## config.mk

```make
export PLATFORM = sky130hd
export DESIGN_NAME = option_packet_fifo_flat
export DESIGN_NICKNAME = d
export VERILOG_FILES = /design/src/rtl/option_packet_fifo_if.sv /design/src/rtl/option_packet_fifo.sv /design/src/flat_wrapper.sv
export SDC_FILE = /design/constraint.sdc
export NUM_CORES = 1
export LEC_CHECK = 0
export ABC_AREA = 1
export CAP_MARGIN = 20
export CORE_AREA = 2 2 284 286
export CTS_CLUSTER_SIZE = 40
export DETAILED_ROUTE_END_ITERATION = 16
export DIE_AREA = 0 0 286 288
export DONT_BUFFER_PORTS = 1
export PLACE_DENSITY = 0.62
export SLEW_MARGIN = 15
export SYNTH_ARGS = -nofsm -noshare
export SYNTH_HDL_FRONTEND = slang
export SYNTH_SLANG_ARGS = --single-unit
```

## constraint.sdc

```tcl
create_clock -name clock -period 15.8 [get_ports clock]
set_input_delay 2.37 -clock clock [delete_from_list [all_inputs] [get_ports clock]]
set_output_delay 2.37 -clock clock [all_outputs]
set_load 0.02 [all_outputs]
```

## src/rtl/option_packet_fifo_if.sv

```systemverilog
// Handshake/bus bundle between the packet deserialiser (master) and the option packet FIFO (slave).
interface option_packet_fifo_if #(
    parameter int FIELD_W    = 32,
    parameter int NUM_FIELDS = 7,
    parameter int DEPTH      = 4
);
    localparam int PKT_W = FIELD_W * NUM_FIELDS;
    localparam int CNT_W = $clog2(DEPTH + 1);

    logic             clear;
    logic             en;
    logic             BS_READY;
    logic [PKT_W-1:0] inD;
    logic [PKT_W-1:0] out_data;
    logic             hasUnusedData;
    logic [CNT_W-1:0] count;
    logic             full;
    logic             overflow;

    modport master (
        output clear, en, BS_READY, inD,
        input  out_data, hasUnusedData, count, full, overflow
    );

    modport slave (
        input  clear, en, BS_READY, inD,
        output out_data, hasUnusedData, count, full, overflow
    );
endinterface

```

## src/rtl/option_packet_fifo.sv

```systemverilog
// DEPTH-entry circular buffer of option packets, popped on each BS_READY rising edge.
// Define OPTION_PKT_FIFO_OVERWRITE_EN to overwrite the oldest entry on a write into a full buffer.
module option_packet_fifo #(
    parameter int FIELD_W    = 32,
    parameter int NUM_FIELDS = 7,
    parameter int DEPTH      = 4
) (
    input  logic                 clock,
    input  logic                 reset_n,
    option_packet_fifo_if.slave  bus
);
    localparam int PKT_W = FIELD_W * NUM_FIELDS;
    localparam int CNT_W = $clog2(DEPTH + 1);
    localparam int PTR_W = $clog2(DEPTH);
    localparam logic [CNT_W-1:0] DEPTH_C  = CNT_W'(DEPTH);
    localparam logic [PTR_W-1:0] PTR_LAST = PTR_W'(DEPTH - 1);

    logic [PKT_W-1:0] r_mem [DEPTH];
    logic [PTR_W-1:0] r_wr_ptr;
    logic [PTR_W-1:0] r_rd_ptr;
    logic [CNT_W-1:0] r_count;
    logic             r_prev_bs;
    logic             r_overflow;

    logic w_empty;
    logic w_full;
    logic w_pop;
    logic w_push;
    logic w_lost;
    logic w_wr;
    logic w_adv_rd;

    // Explicit wrap so non-power-of-two depths work.
    function automatic logic [PTR_W-1:0] next_ptr(input logic [PTR_W-1:0] ptr);
        return (ptr == PTR_LAST) ? '0 : ptr + PTR_W'(1);
    endfunction

    assign w_empty = (r_count == '0);
    assign w_full  = (r_count == DEPTH_C);
    assign w_pop   = bus.BS_READY & ~r_prev_bs & ~w_empty;
    assign w_push  = bus.en & (~w_full | w_pop);
    assign w_lost  = bus.en & ~w_push;

`ifdef OPTION_PKT_FIFO_OVERWRITE_EN
    // When full, wr_ptr == rd_ptr, so writing and advancing both replaces the oldest entry.
    assign w_wr     = (w_push | w_lost) & ~bus.clear;
    assign w_adv_rd = (w_pop | w_lost) & ~bus.clear;
`else
    assign w_wr     = w_push & ~bus.clear;
    assign w_adv_rd = w_pop & ~bus.clear;
`endif

    always_ff @(posedge clock or negedge reset_n) begin
        if (!reset_n) begin
            r_wr_ptr   <= '0;
            r_rd_ptr   <= '0;
            r_count    <= '0;
            r_prev_bs  <= 1'b0;
            r_overflow <= 1'b0;
        end else begin
            r_prev_bs <= bus.BS_READY;
            if (bus.clear) begin
                r_wr_ptr   <= '0;
                r_rd_ptr   <= '0;
                r_count    <= '0;
                r_overflow <= 1'b0;
            end else begin
                if (w_wr)
                    r_wr_ptr <= next_ptr(r_wr_ptr);
                if (w_adv_rd)
                    r_rd_ptr <= next_ptr(r_rd_ptr);
                if (w_push && !w_pop)
                    r_count <= r_count + CNT_W'(1);
                else if (w_pop && !w_push)
                    r_count <= r_count - CNT_W'(1);
                if (w_lost)
                    r_overflow <= 1'b1;
            end
        end
    end

    // Storage needs no reset: it is only visible through count != 0.
    always_ff @(posedge clock) begin
        if (w_wr)
            r_mem[r_wr_ptr] <= bus.inD;
    end

    assign bus.out_data      = w_empty ? '0 : r_mem[r_rd_ptr];
    assign bus.hasUnusedData = ~w_empty;
    assign bus.count         = r_count;
    assign bus.full          = w_full;
    assign bus.overflow      = r_overflow;
endmodule

```

## src/flat_wrapper.sv

```systemverilog
// flat-port wrapper written by rule: the top's interface ports become plain ports
module option_packet_fifo_flat 
#(
    parameter int FIELD_W    = 32,
    parameter int NUM_FIELDS = 7,
    parameter int DEPTH      = 4
)
  (clock, reset_n, bus_clear, bus_en, bus_BS_READY, bus_inD, bus_out_data, bus_hasUnusedData, bus_count, bus_full, bus_overflow);
  option_packet_fifo_if #(.FIELD_W(FIELD_W), .NUM_FIELDS(NUM_FIELDS), .DEPTH(DEPTH)) bus_i ();
  input  logic clock;
  input  logic reset_n;
  input wire logic [$bits(bus_i.clear)-1:0] bus_clear;
  input wire logic [$bits(bus_i.en)-1:0] bus_en;
  input wire logic [$bits(bus_i.BS_READY)-1:0] bus_BS_READY;
  input wire logic [$bits(bus_i.inD)-1:0] bus_inD;
  output wire logic [$bits(bus_i.out_data)-1:0] bus_out_data;
  output wire logic [$bits(bus_i.hasUnusedData)-1:0] bus_hasUnusedData;
  output wire logic [$bits(bus_i.count)-1:0] bus_count;
  output wire logic [$bits(bus_i.full)-1:0] bus_full;
  output wire logic [$bits(bus_i.overflow)-1:0] bus_overflow;
  assign bus_i.clear = bus_clear;
  assign bus_i.en = bus_en;
  assign bus_i.BS_READY = bus_BS_READY;
  assign bus_i.inD = bus_inD;
  assign bus_out_data = bus_i.out_data;
  assign bus_hasUnusedData = bus_i.hasUnusedData;
  assign bus_count = bus_i.count;
  assign bus_full = bus_i.full;
  assign bus_overflow = bus_i.overflow;
  option_packet_fifo #(.FIELD_W(FIELD_W), .NUM_FIELDS(NUM_FIELDS), .DEPTH(DEPTH)) u_core (.clock(clock), .reset_n(reset_n), .bus(bus_i));
endmodule
```

==> results.py <==
metrics = {
    "clock_tree": {
        "clk_pin_slew_ns": 0.07,
        "cts-root-buf": "clkbuf_16",
        "cts_sinks": 905,
        "cts_resized": 0,
        "cts_tree": "built",
        "insertion_delay_ns": 0.64,
        "clk_path_buf_depth": 3,
        "post_cts.repair.setup_buffers": 0,
        "cts_buffers": 92,
        "cts-hold-fix-buffers": 0,
        "cts-htree-levels": 3,
    },
    "timing": {
        "finalHoldViolCount": 0,
        "post-route-period-util_pct": 41.49,
        "rsz0062_at_grt": "no",
        "setup_violations": 0,
        "finalClockSkew_ns": 0.02802,
        "fin_crit_ns": 6.555,
        "finalMaxSlewViolations": 0,
        "tightest_slew_ns": 1.333,
        "tns_ns": 0,
        "relSlewSlack_pct": 11.11,
        "fmax_ghz": 0.1526,
        "fin_ws_ns": 9.245,
    },
    "yosys": {
        "ys_top_cells_by_area": "edfxtp_1, nor2_1, o21ai_0",
        "synth_top_area_cell": "edfxtp_1",
        "synthArstFlopShare_pct": 0.9945,
        "ys_types": 26,
        "yosysSeqAreaShare_pct": 76.80,
        "synth_cells": 2716,
        "synth_common_cells": "nor2_1, edfxtp_1, o21ai_0, a21oi_1, buf_2",
        "synth_most_common_cell": "nor2_1",
        "ys_warn_count": 0,
        "syn_avg_cell_area_um2": 13.01,
        "ys.flop_type": "edfxtp_1",
        "ys_ff_latch": 905,
        "synth-edff-count": 896,
        "netlist_area_mm2": 0.03533,
        "syn-num-nets": 2951,
        "synth_top_area_share_pct": 76.16,
    },
    "flow_run": {
        "maxCapViolCount": 0,
    },
    "outcome": {
        "status": "complete, no violations",
    },
    "route": {
        "drcViolationCount": 0,
        "wl_um": 82040,
        "wl_per_cell_um": 21.59,
        "drt_iter0_drc": 1693,
        "first_pass_iters": 5,
        "vias": 20571,
        "antenna_left": 0,
        "via_per_inst": 5.415,
    },
    "critical_path": {
        "required_ns": 13.43,
        "arrival_ns": 4.18,
        "critPathCaptureType": "output port",
        "r2r_slack_ns": 11.98,
        "crit_path_start_kind": "flop",
        "critPathMaxFanout": 100,
        "criticalPathCategory": "reg -> out",
    },
    "grt": {
        "grt_pass1_vias": 19751,
        "grt_pass1_wl_um": 120600,
        "met3_usage_pct": 5.808,
        "grt.busiest_layer": "met2",
        "grt_usage_pct": 19.18,
        "globalRouteMet2Util_pct": 31.56,
        "antenna_found_initial": 0,
        "overflow": 0,
        "grt_max_degree": 231,
        "grtUsageMet1_pct": 23.74,
    },
    "placement": {
        "placed_area_mm2": 0.03584,
        "globalplace.congestion": 0.7881,
        "place_ws_ns": 9.918,
        "placement.io_buffers": 0,
        "hpwl_um": 46370,
        "dp.cells": 3632,
    },
    "final_layout": {
        "fin_area_mm2": 0.03883,
        "num-fill-cells": 6798,
        "stdcell_count": 3799,
        "fin_nets": 2901,
        "antennaDiodeCount": 0,
        "layout-drive-gt1-share_pct": 6.134,
        "area_growth_pct": 9.913,
    },
    "power_and_ir_drop": {
        "total_power_mw": 6.985,
        "p_leak_nw": 12.63,
        "p_per_area_mw_per_mm2": 179.9,
        "ir_worst_vdd_mv": 0.2801,
    },
    "floorplanning": {
        "die_x_um": 286,
        "io_pins": 459,
        "row_count": 104,
        "design.core.area_mm2": 0.07964,
        "die_y_um": 288,
        "start_util_pct": 44.36,
        "die_area_mm2": 0.08237,
    },
    "hold_path": {
        "worstHoldPathType": "reg -> reg",
    },
}
==> power breakdown <==
part           total, mW  internal (mW)  switching (mW)
Combinational       2.00          0.366            1.63
Sequential          2.85           2.79          0.0636
Clock               2.14           1.24           0.900
Total               6.99           4.39            2.59
==> placed cells by master (no fill, tap or decap), types with 5 or more instances in the layout <==
cell type  instances
nor2_1           899
edfxtp_1         896
o21ai_0          416
a21oi_1          225
clkbuf_16         93
o21ai_1           36
buf_4             26
clkinv_1          20
clkbuf_1          19
inv_1             18
nand2_1           18
clkinv_2          12
bufinv_16          9
nand3_1            7
dfrtp_1            7
ha_1               5
==> cell type report <==
type / instances / area [um2] / share of cell area [%]
Sequential cell: 905 / 27140 / 69.89
Multi-Input combinational cell: 1618 / 7046 / 18.14
Timing Repair Buffer: 28 / 226.5 / 0.5832
Tap cell: 1060 / 1326 / 3.415
Clock buffer: 112 / 2399 / 6.177
Inverter: 21 / 106.4 / 0.2739
Clock inverter: 55 / 589.3 / 1.518
==> worst paths after layout <==
kind                                     startpoint                    to  cells past startpoint
worst max-delay path             u_core.r_rd_ptr[0]      bus_out_data[82]                      6
worst min-delay path             u_core.r_wr_ptr[1]    u_core.r_wr_ptr[1]                      2
worst max register to register  u_core.bus.count[0]  u_core.r_mem[3][130]                      8
worst min register to register   u_core.r_wr_ptr[1]    u_core.r_wr_ptr[1]                      2
max in group asynchronous                   reset_n    u_core.r_rd_ptr[1]                      0
min in group asynchronous                   reset_n   u_core.bus.count[0]                      0
==> critical path: stages (launching register included) <==
cell     delay (ns)
dfrtp_4        0.78
buf_4          0.73
buf_4          0.89
nor2_1         0.12
nor2_1         0.11
o21ai_0        0.09
a21oi_1        0.56
==> metal layers <==
layer / part of all wire (%) / up-vias / routed length, um
met3: 8.6 / 152 / 7040
met1: 39 / 10138 / 31800
met4: 3.5 / 0 / 2853
li1: - / 9555 / -
met5: 0 / - / 0
met2: 49 / 726 / 40340
==> flip-flops by register name, summed over array words and instances (netlist names) <==
name,flops
u_core.r_mem,896
u_core.bus.count,3
u_core.r_rd_ptr,2
u_core.r_wr_ptr,2
u_core.bus.overflow,1
u_core.r_prev_bs,1
==> logic make-up (layout without fill, tap and decap cells) <==
kind of cell	after synthesis	count (layout)	synth area share (%)
AO/OA/AOI/OAI	678	678	9.608
flip-flops	905	905	76.80
AND/OR/NAND/NOR	934	934	10.02
buffers and inverters	193	216	3.347
adder cells (fa/ha/maj)	6	6	0.2337
==> per-stage QoR <==
stage | hold slack, ns | util [%]
after floorplan | 0.5279 | -
after global placement | 0.5511 | 45.00
after detailed placement | 0.5710 | 45.00
after CTS | 0.5892 | 48.76
after global routing | 0.6456 | 48.76
final | 0.5902 | 48.76
Power figures use the tool's default switching activity.
